==> src/rtl/score_tracker.sv <==
// Score tracker: accumulates combo/base/bonus during play, then runs a
// serial restoring divider for accuracy and grades the level.
module score_tracker #(
  parameter int W        = 21,
  parameter int PTS_PERF = 300,
  parameter int COMBO_TH = 10
) (
  input  logic         clk,
  input  logic         rst_n,
  input  logic         game_start,
  input  logic         game_end,
  input  logic         hit_valid,
  input  logic [1:0]   hit_judge,
  input  logic [1:0]   mod,
  input  logic [3:0]   difficulty,
  output logic [W-1:0] combo,
  output logic [W-1:0] max_combo,
  output logic [W-1:0] base_score,
  output logic [W-1:0] bonus_score,
  output logic [W-1:0] acc,
  output logic [2:0]   level,
  output logic         busy,
  output logic         done
);

  localparam int DW = 2 * W;
  localparam int IW = $clog2(DW);

  typedef enum logic [1:0] {
    S_IDLE, S_PLAY, S_CALC, S_DONE
  } state_t;

  state_t         r_state, w_state_nx;
  logic [W-1:0]   r_notes, r_weight;
  logic [IW-1:0]  r_idx;
  logic [W+1:0]   r_rem;
  logic [W-1:0]   r_quo;

  function automatic logic [W-1:0] sat_add(
    input logic [W-1:0] a,
    input logic [W-1:0] b
  );
    logic [W:0] s;
    s = {1'b0, a} + {1'b0, b};
    return s[W] ? '1 : s[W-1:0];
  endfunction

  function automatic logic [2:0] grade(input logic [W-1:0] a);
    if      (a >= W'(10000)) return 3'd5;
    else if (a >= W'(9500))  return 3'd4;
    else if (a >= W'(9000))  return 3'd3;
    else if (a >= W'(8000))  return 3'd2;
    else if (a >= W'(7000))  return 3'd1;
    else                     return 3'd0;
  endfunction

  logic [W-1:0] w_pts;
  always_comb begin
    w_pts = '0;
    case (hit_judge)
      2'd1:    w_pts = W'(PTS_PERF / 3);
      2'd2:    w_pts = W'(2 * PTS_PERF / 3);
      2'd3:    w_pts = W'(PTS_PERF);
      default: w_pts = '0;
    endcase
  end

  logic [W-1:0] w_combo_nx;
  logic         w_dbl;
  logic [6:0]   w_b0, w_b;
  assign w_combo_nx = sat_add(combo, W'(1));
  assign w_dbl      = (w_combo_nx >= W'(COMBO_TH));
  assign w_b0       = {3'b0, difficulty} << w_dbl;

  always_comb begin
    w_b = w_b0;
    if (mod == 2'b01)      w_b = w_b0 << 1;
    else if (mod == 2'b10) w_b = w_b0 >> 1;
  end

  // Divider: dividend bits are consumed MSB-first straight from the product
  logic [DW-1:0] w_dvd;
  logic [W+1:0]  w_div, w_rem_sub, w_rem_nx;
  logic [W+2:0]  w_rem_sh;
  logic          w_ge, w_no_notes, w_last;
  logic [W:0]    w_q;
  logic [W-1:0]  w_acc;

  assign w_dvd      = DW'(r_weight) * DW'(10000);
  assign w_div      = {2'b0, r_notes} + {1'b0, r_notes, 1'b0};
  assign w_rem_sh   = {r_rem, w_dvd[r_idx]};
  assign w_ge       = (w_rem_sh >= {1'b0, w_div});
  assign w_rem_sub  = w_rem_sh[W+1:0] - w_div;
  assign w_rem_nx   = w_ge ? w_rem_sub : w_rem_sh[W+1:0];
  assign w_q        = {r_quo, w_ge};
  assign w_acc      = (w_q > (W+1)'(10000)) ? W'(10000)
                                            : w_q[W-1:0];
  assign w_no_notes = (r_notes == '0);
  assign w_last     = (r_idx == '0);

  always_comb begin
    w_state_nx = r_state;
    if (game_start) begin
      w_state_nx = S_PLAY;
    end else begin
      case (r_state)
        S_PLAY:  if (game_end) w_state_nx = S_CALC;
        S_CALC:  if (w_no_notes || w_last) w_state_nx = S_DONE;
        default: w_state_nx = r_state;
      endcase
    end
  end

  always_ff @(posedge clk) begin
    if (!rst_n) r_state <= S_IDLE;
    else        r_state <= w_state_nx;
  end

  always_ff @(posedge clk) begin
    if (!rst_n || r_state != S_CALC || game_start) begin
      r_idx <= IW'(DW - 1);
      r_rem <= '0;
      r_quo <= '0;
    end else begin
      r_idx <= r_idx - IW'(1);
      r_rem <= w_rem_nx;
      r_quo <= w_q[W-1:0];
    end
  end

  always_ff @(posedge clk) begin
    if (!rst_n || game_start) begin
      combo       <= '0;
      max_combo   <= '0;
      base_score  <= '0;
      bonus_score <= '0;
      acc         <= '0;
      level       <= '0;
      r_notes     <= '0;
      r_weight    <= '0;
    end else begin
      if (r_state == S_PLAY && hit_valid) begin
        r_notes    <= sat_add(r_notes, W'(1));
        r_weight   <= sat_add(r_weight, W'(hit_judge));
        base_score <= sat_add(base_score, w_pts);
        if (hit_judge != 2'd0) begin
          combo       <= w_combo_nx;
          bonus_score <= sat_add(bonus_score, W'(w_b));
          if (w_combo_nx > max_combo) max_combo <= w_combo_nx;
        end else begin
          combo <= '0;
        end
      end
      if (r_state == S_CALC) begin
        if (w_no_notes) begin
          acc   <= '0;
          level <= '0;
        end else if (w_last) begin
          acc   <= w_acc;
          level <= grade(w_acc);
        end
      end
    end
  end

  assign busy = (r_state == S_CALC);
  assign done = (r_state == S_DONE);

endmodule

==> config.mk <==
export PLATFORM = sky130hd
export DESIGN_NAME = score_tracker
export DESIGN_NICKNAME = d
export VERILOG_FILES = /design/src/rtl/score_tracker.sv
export SDC_FILE = /design/constraint.sdc
export NUM_CORES = 1
export LEC_CHECK = 0
export ABC_AREA = 1
export BUFFER_PORTS_ARGS = -buffer_cell sky130_fd_sc_hd__buf_2
export CELL_PAD_IN_SITES_DETAIL_PLACEMENT = 1
export CELL_PAD_IN_SITES_GLOBAL_PLACEMENT = 1
export CORE_ASPECT_RATIO = 1.25
export CORE_MARGIN = 2
export CORE_UTILIZATION = 45
export CTS_BUF_LIST = sky130_fd_sc_hd__clkbuf_16
export DETAILED_ROUTE_END_ITERATION = 6
export MAX_ROUTING_LAYER = met4
export PLACE_DENSITY_LB_ADDON = 0.1
export SYNTH_ARGS = -nofsm -noshare
export SYNTH_HDL_FRONTEND = slang
export SYNTH_SLANG_ARGS = --single-unit
export TNS_END_PERCENT = 30
==> constraint.sdc <==
create_clock -name clk -period 7.4 [get_ports clk]
set_clock_uncertainty 0.1 [all_clocks]
set_input_delay 1.48 -clock clk [delete_from_list [all_inputs] [get_ports clk]]
set_output_delay 1.48 -clock clk [all_outputs]
set_load 0.01 [all_outputs]
==> metrics.md, run 1 <==
| Metric | Value |
|---|---|
| Outcome | `finished, final reports clean` |
| Final setup margin | `0.327 ns` |
| Crit path from | `r_weight[9]$_SDFFE_PP0P_` |
| CTS tree | `done` |
| Antenna violations before repair | `0` |
| Period utilization | `0.956` |
| Internal | `1.82 mW` |
| Worst min path class | `flip-flop to flip-flop` |
| GR Util All Layers | `0.275` |
| WL per Instance | `17.8 um` |
| Pin count of the biggest net entering global routing | `60` |
| Most instantiated cells after synthesis | `nand2_1 (409), inv_1 (291), a21oi_1 (240)` |
| Worst Setup End Kind | `flip-flop` |
| Post-synthesis register bit count | `201` |
| NetSw | `630 uW` |
| Logic pwr share | `0.068` |
| Net Sw Frac | `0.257` |
| Worst Setup Start Kind | `flip-flop` |
| Placed Instances | `2753` |
| Core Area | `34500 um^2` |
| FF+latch area | `4070 um^2` |
| Worst-Skew Late Latency | `0.56 ns` |
| Leakage | `8.73 nW` |
| Required time of the critical path | `7.70 ns` |
| Cell mode on critical path | `nand2_1` |
| Vias per cell | `5.43` |
| Post-DP HPWL | `38500 um` |
| Critical path type | `flip-flop to flip-flop` |
| Row count | `76` |
| Multi-input gate area | `10700 um^2` |
| Post-synth top area share | `0.255` |
| Root buf cell | `clkbuf_16` |
| Starting Density | `0.458` |
| Fmax | `141 MHz` |
| Worst Path Arrival | `7.37 ns` |
| Commonest register cell after synthesis | `dfxtp_1` |
| Area leader, netlist | `dfxtp_1` |
| Mapped cell area | `15800 um^2` |
| Post-route minimum period | `7.07 ns` |
| Most common cell in the synthesized netlist | `nand2_1` |
| Syn. warnings | `0` |
| Worst flop-to-flop path startpoint | `r_weight[9]$_SDFFE_PP0P_` |
| Synth async-reset ratio | `0` |
| Max Cap Viol | `0` |
| Longest Clk Path Bufs | `3` |
| Synth unique cells | `58` |
| Inserted Diodes | `0` |
| Detailed-route via count | `15202` |
| Port Buf Inserts | `122` |
| Worst path max stage delay | `0.58 ns` |
| Final setup violation count | `0` |
| VDD IR max | `0.151 mV` |
| Post-Syn Nets | `2442` |
| Fill count | `4442` |
| Flop pwr share | `0.446` |
| Final WL | `50000 um` |
| Total CTS buffers | `25` |
| Ranking of synthesized cells by area | `dfxtp_1 (25%), ha_1 (16%), nand2_1 (9.7%), a21oi_1 (7.6%), fa_1 (7.0%)` |
| Mean post-synth cell area | `7.27 um^2` |
| Layout cell share with drive strength beyond 1 | `0.138` |
| Total gr overflow | `0` |
| Clk sinks | `201` |
| Post-synth EDFFs | `0` |
| TritonRoute pass-1 iters | `5` |
| 1st-iter DRT viols | `563` |
| Slowest CP cell | `fa_1` |
| P per Cell Area | `135 nW/um^2` |
| Area growth syn-to-layout | `15.3%` |
| Worst hold slack | `0.333 ns` |
| Worst-margin pin slew | `1.16 ns` |
| First-pass GRT wire length | `79700 um` |
| Routed Antenna Nets | `0` |
| Final hold violations | `0` |
| Crit path max fanout | `8` |
| Slew Viols, Final | `0` |
| Syn Inst Count | `2175` |
| Clock power frac | `0.487` |
| Nets | `2584` |
| I/O pin total | `123` |
| Hold path startpoint | `r_quo[19]$_SDFF_PP0_` |
| Drc violations | `0` |
| DP Worst Slack | `-0.139 ns` |
| Slew Limit Headroom | `0.225` |
| Number of global-route vias before repair | `16176` |
| Gpl congestion | `0.919` |
| Final non-filler cell total | `2802` |
| Clock transition at path regs | `0.06 ns` |
| Die ar. | `36600 um^2` |
| Die Y | `214 um` |
| Sequential cell area fraction in the yosys report | `0.255` |
| H-tree depth | `1` |
| Die Wd | `172 um` |
layout by cell type (no fill, tap or decap), drive strengths merged, types with 26 or more instances in the layout:
cell type    n
xor2        43
nand3      107
fa          55
a21oi      240
a31oi       26
inv        308
ha         199
nor2       182
nand4       38
dfxtp      201
nand2      413
nor3        38
xnor2       29
o21ai      153
buf        160
worst max-delay path: cells and delay by family (launching register included):
family                   cells  cell delay (ns)
AND/OR/NAND/NOR             32             3.03
flip-flops                   1             0.38
AO/OA/AOI/OAI                2             0.14
buffers and inverters        4             0.46
adder cells (fa/ha/maj)      8             2.81
sequential cells by signal, indices dropped and copies added, names as in the netlist:
register	count
combo	21
r_weight	21
r_rem	23
max_combo	21
r_quo	21
r_state	2
level	3
r_idx	6
acc	21
base_score	20
r_notes	21
bonus_score	21
path summary, 6_finish.rpt:
kind,cells after the start,endpoint,slack [ns]
setup / recovery,46,level[0]$_SDFFE_PP0P_,0.33
hold / removal,2,r_quo[20]$_SDFF_PP0_,0.33
setup reg to reg,46,level[0]$_SDFFE_PP0P_,0.33
hold reg to reg,2,r_quo[20]$_SDFF_PP0_,0.33
power groups by stage:
stage / Clock, mW / Combinational, mW / Sequential [mW]
3_5_place_dp: 0 / 0.166 / 1.12
2_1_floorplan: 0 / 0.112 / 1.12
6_report: 1.19 / 0.166 / 1.09
3_3_place_gp: 0 / 0.159 / 1.12
4_1_cts: 1.22 / 0.167 / 1.10
5_1_grt: 1.26 / 0.188 / 1.09
kinds of logic (layout without fill, tap and decap cells):
group,Yosys count,count (layout),synth area share
XOR/XNOR,72,72,0.0399
AO/OA/AOI/OAI,467,467,0.159
buffers and inverters,350,509,0.0840
adder cells (fa/ha/maj),254,254,0.227
flip-flops,201,201,0.255
AND/OR/NAND/NOR,831,831,0.235
repair_timing:
item	in CTS	in global routing
gates resized for setup	7	78
setup buffers	0	5
endpoints found under the setup margin	3	22
hold buffers	0	0
pin swaps	0	13
area by class of cell:
class / instances / area share
clock buffer: 25 / 0.0343
clock inverter: 19 / 0.00804
inverter: 305 / 0.0629
multi-input combinational: 1624 / 0.590
sequential: 201 / 0.223
tap: 468 / 0.0321
timing repair buffer: 160 / 0.0494
stage by stage:
step / TNS (ns) / instance area, um^2 / utilization / power, mW
3_5_place_dp: -0.148 / 17100 / 0.495 / 1.29
4_1_cts: 0 / 17900 / 0.517 / 2.48
3_3_place_gp: 0 / 17100 / 0.495 / 1.28
5_1_grt: -0.154 / 18200 / 0.528 / 2.54
2_1_floorplan: 0 / 15800 / - / 1.23
6_report: 0 / 18200 / 0.528 / 2.45
metal layers:
| layer | track usage | part of all wire | routed length (um) |
|---|---|---|---|
| met1 | 0.298 | 0.40 | 20100 |
| met2 | 0.516 | 0.53 | 26600 |
| met3 | 0.0312 | 0.028 | 1380 |
| met4 | 0.0959 | 0.038 | 1890 |
| met5 | - | 0 | 0 |
No activity file was read; power rests on OpenSTA's default activity.
==> run 2, diff against run 1 <==
--- a/config.mk
+++ b/config.mk
@@ -11,7 +11,7 @@
 export CELL_PAD_IN_SITES_GLOBAL_PLACEMENT = 1
 export CORE_ASPECT_RATIO = 1.25
 export CORE_MARGIN = 2
-export CORE_UTILIZATION = 45
+export CORE_UTILIZATION = 41
 export CTS_BUF_LIST = sky130_fd_sc_hd__clkbuf_16
 export DETAILED_ROUTE_END_ITERATION = 6
 export MAX_ROUTING_LAYER = met4
==> constraint.sdc (replaced) <==
create_clock -name clk -period 6.41 [get_ports clk]
set_clock_uncertainty 0.1 [all_clocks]
set_input_delay 1.282 -clock clk [delete_from_list [all_inputs] [get_ports clk]]
set_output_delay 1.282 -clock clk [all_outputs]
set_load 0.01 [all_outputs]
==> run 2 against run 1 <==
  * The run now ends with setup timing left
  * Clock-buffer cell count down 1
  * Critical path type unchanged
  * Largest cell class unchanged
  * Sequential cell count stayed put
  * Worst setup slack lost 0.75 ns
  * Register-to-register slack got worse by 0.75 ns
==> metrics.md, run 2 (synthesis results as in run 1) <==
| Metric | Value |
|---|---|
| Outcome | `complete, but fails checks` |
| Failing checks | `setup timing` |
| Worst-Skew Late Latency | `0.56 ns` |
| Largest reg by FF count | `r_rem` |
| Critical path type | `flip-flop to flip-flop` |
| Total power draw | `2.86 mW` |
| Slowest CP cell | `fa_1` |
| Period utilization | `1.07` |
| Post-DP HPWL | `39300 um` |
| Worst-margin pin slew | `1.18 ns` |
| Worst Setup Start Kind | `flip-flop` |
| Post-route minimum period | `6.84 ns` |
| DP Worst Slack | `-0.891 ns` |
| Crit path max fanout | `5` |
| Most common cell after layout, fill and taps aside | `nand2_1` |
| Fmax | `146 MHz` |
| Root buf cell | `clkbuf_16` |
| First-pass GRT wire length | `82700 um` |
| TritonRoute pass-1 iters | `7` |
| Final WL | `53700 um` |
| Worst Path Arrival | `7.21 ns` |
| Number of global-route vias before repair | `16488` |
| Worst path max stage delay | `0.58 ns` |
| Row count | `80` |
| Nets | `2724` |
| VDD IR max | `0.166 mV` |
| Slew Viols, Final | `0` |
| I/O pin total | `123` |
| RSZ-0062 raised after global routing | `yes` |
| Port Buf Inserts | `122` |
| Most frequent cells in the layout | `nand2_1 (382), inv_1 (288), a21oi_1 (211), dfxtp_1 (186), ha_1 (161)` |
| Total gr overflow | `0` |
| WL per Instance | `18.1 um` |
| Drc violations | `0` |
| Core Area | `38100 um^2` |
| Clock transition at path regs | `0.06 ns` |
| Routed Antenna Nets | `0` |
| Max reg flops | `23` |
| Slew Limit Headroom | `0.211` |
| Layout cell share with drive strength beyond 1 | `0.231` |
| Longest Clk Path Bufs | `3` |
| Worst min path class | `flip-flop to flip-flop` |
| Final setup violation count | `17` |
| P per Cell Area | `142 nW/um^2` |
| Leakage | `9.52 nW` |
| Placed cell area | `17900 um^2` |
| Required time of the critical path | `6.78 ns` |
| Clk sinks | `201` |
| CTS tree | `done` |
| Antenna violations before repair | `1` |
| H-tree depth | `1` |
| Die Wd | `180 um` |
| Die Y | `223 um` |
| Vias per cell | `5.32` |
| GR Util All Layers | `0.255` |
| Area growth syn-to-layout | `27.4%` |
| Cell mode on critical path | `buf_4` |
| Total CTS buffers | `24` |
| Detailed-route via count | `15802` |
| Final setup margin | `-0.428 ns` |
| Final hold violations | `0` |
| Gpl congestion | `0.861` |
| Starting Density | `0.414` |
| Pin count of the biggest net entering global routing | `60` |
| Fin area | `20100 um^2` |
| Worst Setup End Kind | `flip-flop` |
| Die ar. | `40100 um^2` |
| Max Cap Viol | `0` |
| Total negative slack | `-4.22 ns` |
| 1st-iter DRT viols | `496` |
-- run 2: worst paths after layout --
check / startpoint / to / slack, ns / cells after the start
min reg2reg: r_quo[17]$_SDFF_PP0_ / r_quo[18]$_SDFF_PP0_ / 0.34 / 2
max: r_weight[5]$_SDFFE_PP0P_ / r_rem[12]$_SDFF_PP0_ / -0.43 / 40
min: r_quo[17]$_SDFF_PP0_ / r_quo[18]$_SDFF_PP0_ / 0.34 / 2
max reg2reg: r_weight[5]$_SDFFE_PP0P_ / r_rem[12]$_SDFF_PP0_ / -0.43 / 40
-- run 2: area by class of cell --
type	count	area, um^2
repair buffers	300	2050
inverters	305	1150
multi-input cells	1625	11500
diodes	2	5.00
clock inverters	19	154
clock buffers	24	601
fillers	4830	18000
flip-flops and latches	201	4070
well taps	492	616
-- run 2: metal layers --
layer | share of wire | up-vias | GRT usage
met5 | 0 | - | -
met4 | 0.030 | 0 | 0.0729
met3 | 0.027 | 94 | 0.0287
met2 | 0.54 | 185 | 0.479
met1 | 0.41 | 7751 | 0.283
li1 | - | 7772 | -
-- run 2: power by group --
group          leakage (nW)  internal [mW]  switching, mW  total, mW
combinational          7.52         0.0975          0.149      0.246
clock                 0.376          0.762          0.595       1.36
sequential             1.63           1.25        0.00689       1.26
total                  9.52           2.11          0.751       2.86
-- run 2: what timing repair did --
action	4_1_cts	5_1_grt
setup endpoints to repair	41	41
pin swaps	61	89
buffers inserted	17	19
hold endpoints to repair	0	0
cloned	0	2
resized for setup	140	126
hold buffers	0	0
-- run 2: worst max-delay path: cells and delay by family (launching register included) --
| family | cells | cell delay, ns |
|---|---|---|
| fa+ha+maj | 8 | 2.93 |
| buf+inv | 11 | 1.30 |
| compound gates | 3 | 0.36 |
| flops | 1 | 0.34 |
| simple gates | 17 | 1.57 |
| xor+xnor | 1 | 0.15 |
-- run 2: per-stage QoR --
step                      hold slack (ns)  utilization  cells
after global placement              0.313        0.470   2885
after global routing                0.346        0.528   2967
after CTS                           0.333        0.509   2945
final                               0.337        0.528   2968
after detailed placement            0.327        0.470   2885
after floorplan                     0.308            -   2175
==> run 3, diff against run 2 <==
--- a/config.mk
+++ b/config.mk
@@ -11,7 +11,7 @@
 export CELL_PAD_IN_SITES_GLOBAL_PLACEMENT = 1
 export CORE_ASPECT_RATIO = 1.25
 export CORE_MARGIN = 2
-export CORE_UTILIZATION = 41
+export CORE_UTILIZATION = 45
 export CTS_BUF_LIST = sky130_fd_sc_hd__clkbuf_16
 export DETAILED_ROUTE_END_ITERATION = 6
 export MAX_ROUTING_LAYER = met4
==> constraint.sdc (replaced) <==
create_clock -name clk -period 7.7 [get_ports clk]
set_clock_uncertainty 0.1 [all_clocks]
set_input_delay 1.54 -clock clk [delete_from_list [all_inputs] [get_ports clk]]
set_output_delay 1.54 -clock clk [all_outputs]
set_load 0.01 [all_outputs]
==> run 3 against run 2 <==
  * Clock-buffer cell count rose by 2
  * Combinational power fell by 35%
  * Non-clock buffer count fell by 154
  * Maximum frequency fell by 4.2%
  * Largest power group unchanged
  * Total power down 17%
  * First-iteration DRC count up 14%
  * Via count down 5.0%
  * Core utilization is 0.63 points lower
  * Cell count is 6.0% lower
  * Wire length decreased by 11%
  * The flow now finishes without violations
  * Cell area is 11% lower
==> metrics.md, run 3 (synthesis results as in run 1) <==
| Metric | Value |
|---|---|
| Die Wd | `172 um` |
| Worst Setup Start Kind | `flip-flop` |
| Routed Antenna Nets | `0` |
| Cell mode on critical path | `nand2_1` |
| First-pass GRT wire length | `78500 um` |
| Post-DP HPWL | `37700 um` |
| Clk sinks | `201` |
| Nets | `2571` |
| Total gr overflow | `0` |
| Worst min path class | `flip-flop to flip-flop` |
| I/O pin total | `123` |
| Total negative slack | `0 ns` |
| Final WL | `47900 um` |
| VDD IR max | `0.171 mV` |
| P per Cell Area | `132 nW/um^2` |
| Period utilization | `0.927` |
| Max Cap Viol | `0` |
| Worst-Skew Late Latency | `0.56 ns` |
| Longest Clk Path Bufs | `3` |
| Most common cell after layout, fill and taps aside | `nand2_1` |
| Worst-margin pin slew | `1.14 ns` |
| Multi-input gate area | `10600 um^2` |
| Crit path max fanout | `9` |
| Total CTS buffers | `26` |
| Gpl congestion | `0.908` |
| Outcome | `finished, final reports clean` |
| Antenna violations before repair | `0` |
| CTS Hold Bufs | `0` |
| Vias per cell | `5.38` |
| Post-route minimum period | `7.13 ns` |
| Root buf cell | `clkbuf_16` |
| Leakage | `8.71 nW` |
| Most frequent cells in the layout | `nand2_1 (406), inv_1 (297), a21oi_1 (230), ha_1 (193), dfxtp_1 (184)` |
| Layout cell share with drive strength beyond 1 | `0.128` |
| Row count | `76` |
| H-tree depth | `1` |
| WL per Instance | `17.2 um` |
| Slowest CP cell | `fa_1` |
| Clock transition at path regs | `0.06 ns` |
| 1st-iter DRT viols | `567` |
| Pin count of the biggest net entering global routing | `59` |
| Required time of the critical path | `8.01 ns` |
| Starting Density | `0.458` |
| Inserted Diodes | `0` |
| TritonRoute pass-1 iters | `4` |
| Number of global-route vias before repair | `15949` |
| Worst path max stage delay | `0.57 ns` |
| Critical path type | `flip-flop to flip-flop` |
| Detailed-route via count | `15005` |
| GR Util All Layers | `0.272` |
| Final hold violations | `0` |
| Final non-filler cell total | `2791` |
| Max reg flops | `23` |
| Final setup violation count | `0` |
| Fmax | `140 MHz` |
| Drc violations | `0` |
| Worst Path Arrival | `7.45 ns` |
| FF+latch area | `4070 um^2` |
| Core Area | `34500 um^2` |
| Largest reg by FF count | `r_rem` |
| Worst Setup End Kind | `flip-flop` |
| Port Buf Inserts | `122` |
| Slew Viols, Final | `0` |
| Placed Instances | `2739` |
| CTS tree | `done` |
| Die Y | `214 um` |
| Slew Limit Headroom | `0.240` |
| Die ar. | `36600 um^2` |
| Area growth syn-to-layout | `14.0%` |
| Fill count | `4484` |
[run 3: stage by stage]
stage	power (mW)	utilization	area, um^2	hold WS [ns]	setup WS (ns)
3_3_place_gp	1.23	0.492	17000	0.313	0.209
2_1_floorplan	1.18	-	15800	0.308	1.29
5_1_grt	2.48	0.522	18000	0.346	-0.0103
6_report	2.38	0.522	18000	0.335	0.566
3_5_place_dp	1.23	0.492	17000	0.324	-0.0550
4_1_cts	2.42	0.515	17800	0.333	0.0222
[run 3: what timing repair did]
action | 4_1_cts | 5_1_grt
buffers inserted | 0 | 5
setup endpoints to repair | 2 | 17
resized for setup | 3 | 59
pin swaps | 0 | 3
hold endpoints to repair | 0 | 0
[run 3: worst max-delay path, delay by kind of cell, from the launching register on]
kind	cells	cell delay, ns
buf+inv	3	0.23
simple gates	29	2.62
flops	1	0.38
compound gates	5	0.59
fa+ha+maj	8	3.06
[run 3: report_power, final]
part / switching (mW) / total (mW) / internal (mW)
combinational: 0.107 / 0.159 / 0.0514
clock: 0.497 / 1.18 / 0.679
sequential: 0.00588 / 1.05 / 1.04
total: 0.610 / 2.38 / 1.77
[run 3: path summary, 6_finish.rpt]
path	endpoint	from	depth (start not counted)	slack (ns)
worst min register to register	acc[20]$_SDFFE_PP0P_	acc[20]$_SDFFE_PP0P_	2	0.33
worst max register to register	level[0]$_SDFFE_PP0P_	r_weight[11]$_SDFFE_PP0P_	45	0.57
worst min-delay path	acc[20]$_SDFFE_PP0P_	acc[20]$_SDFFE_PP0P_	2	0.33
worst max-delay path	level[0]$_SDFFE_PP0P_	r_weight[11]$_SDFFE_PP0P_	45	0.57
[run 3: per-layer routing]
metal	routed length, um	share of wire	up-vias	track usage
met2	24700	0.52	220	0.488
met5	0	0	-	-
li1	-	-	7468	-
met1	19600	0.41	7207	0.298
met4	1990	0.042	0	0.117
met3	1650	0.034	110	0.0393
[run 3: cell type report]
cell class	instances	area share
Inverter	305	0.0636
Tap cell	468	0.0325
Clock inverter	21	0.00896
Sequential cell	201	0.226
Timing Repair Buffer	146	0.0441
Clock buffer	26	0.0361
Multi-Input combinational cell	1624	0.589
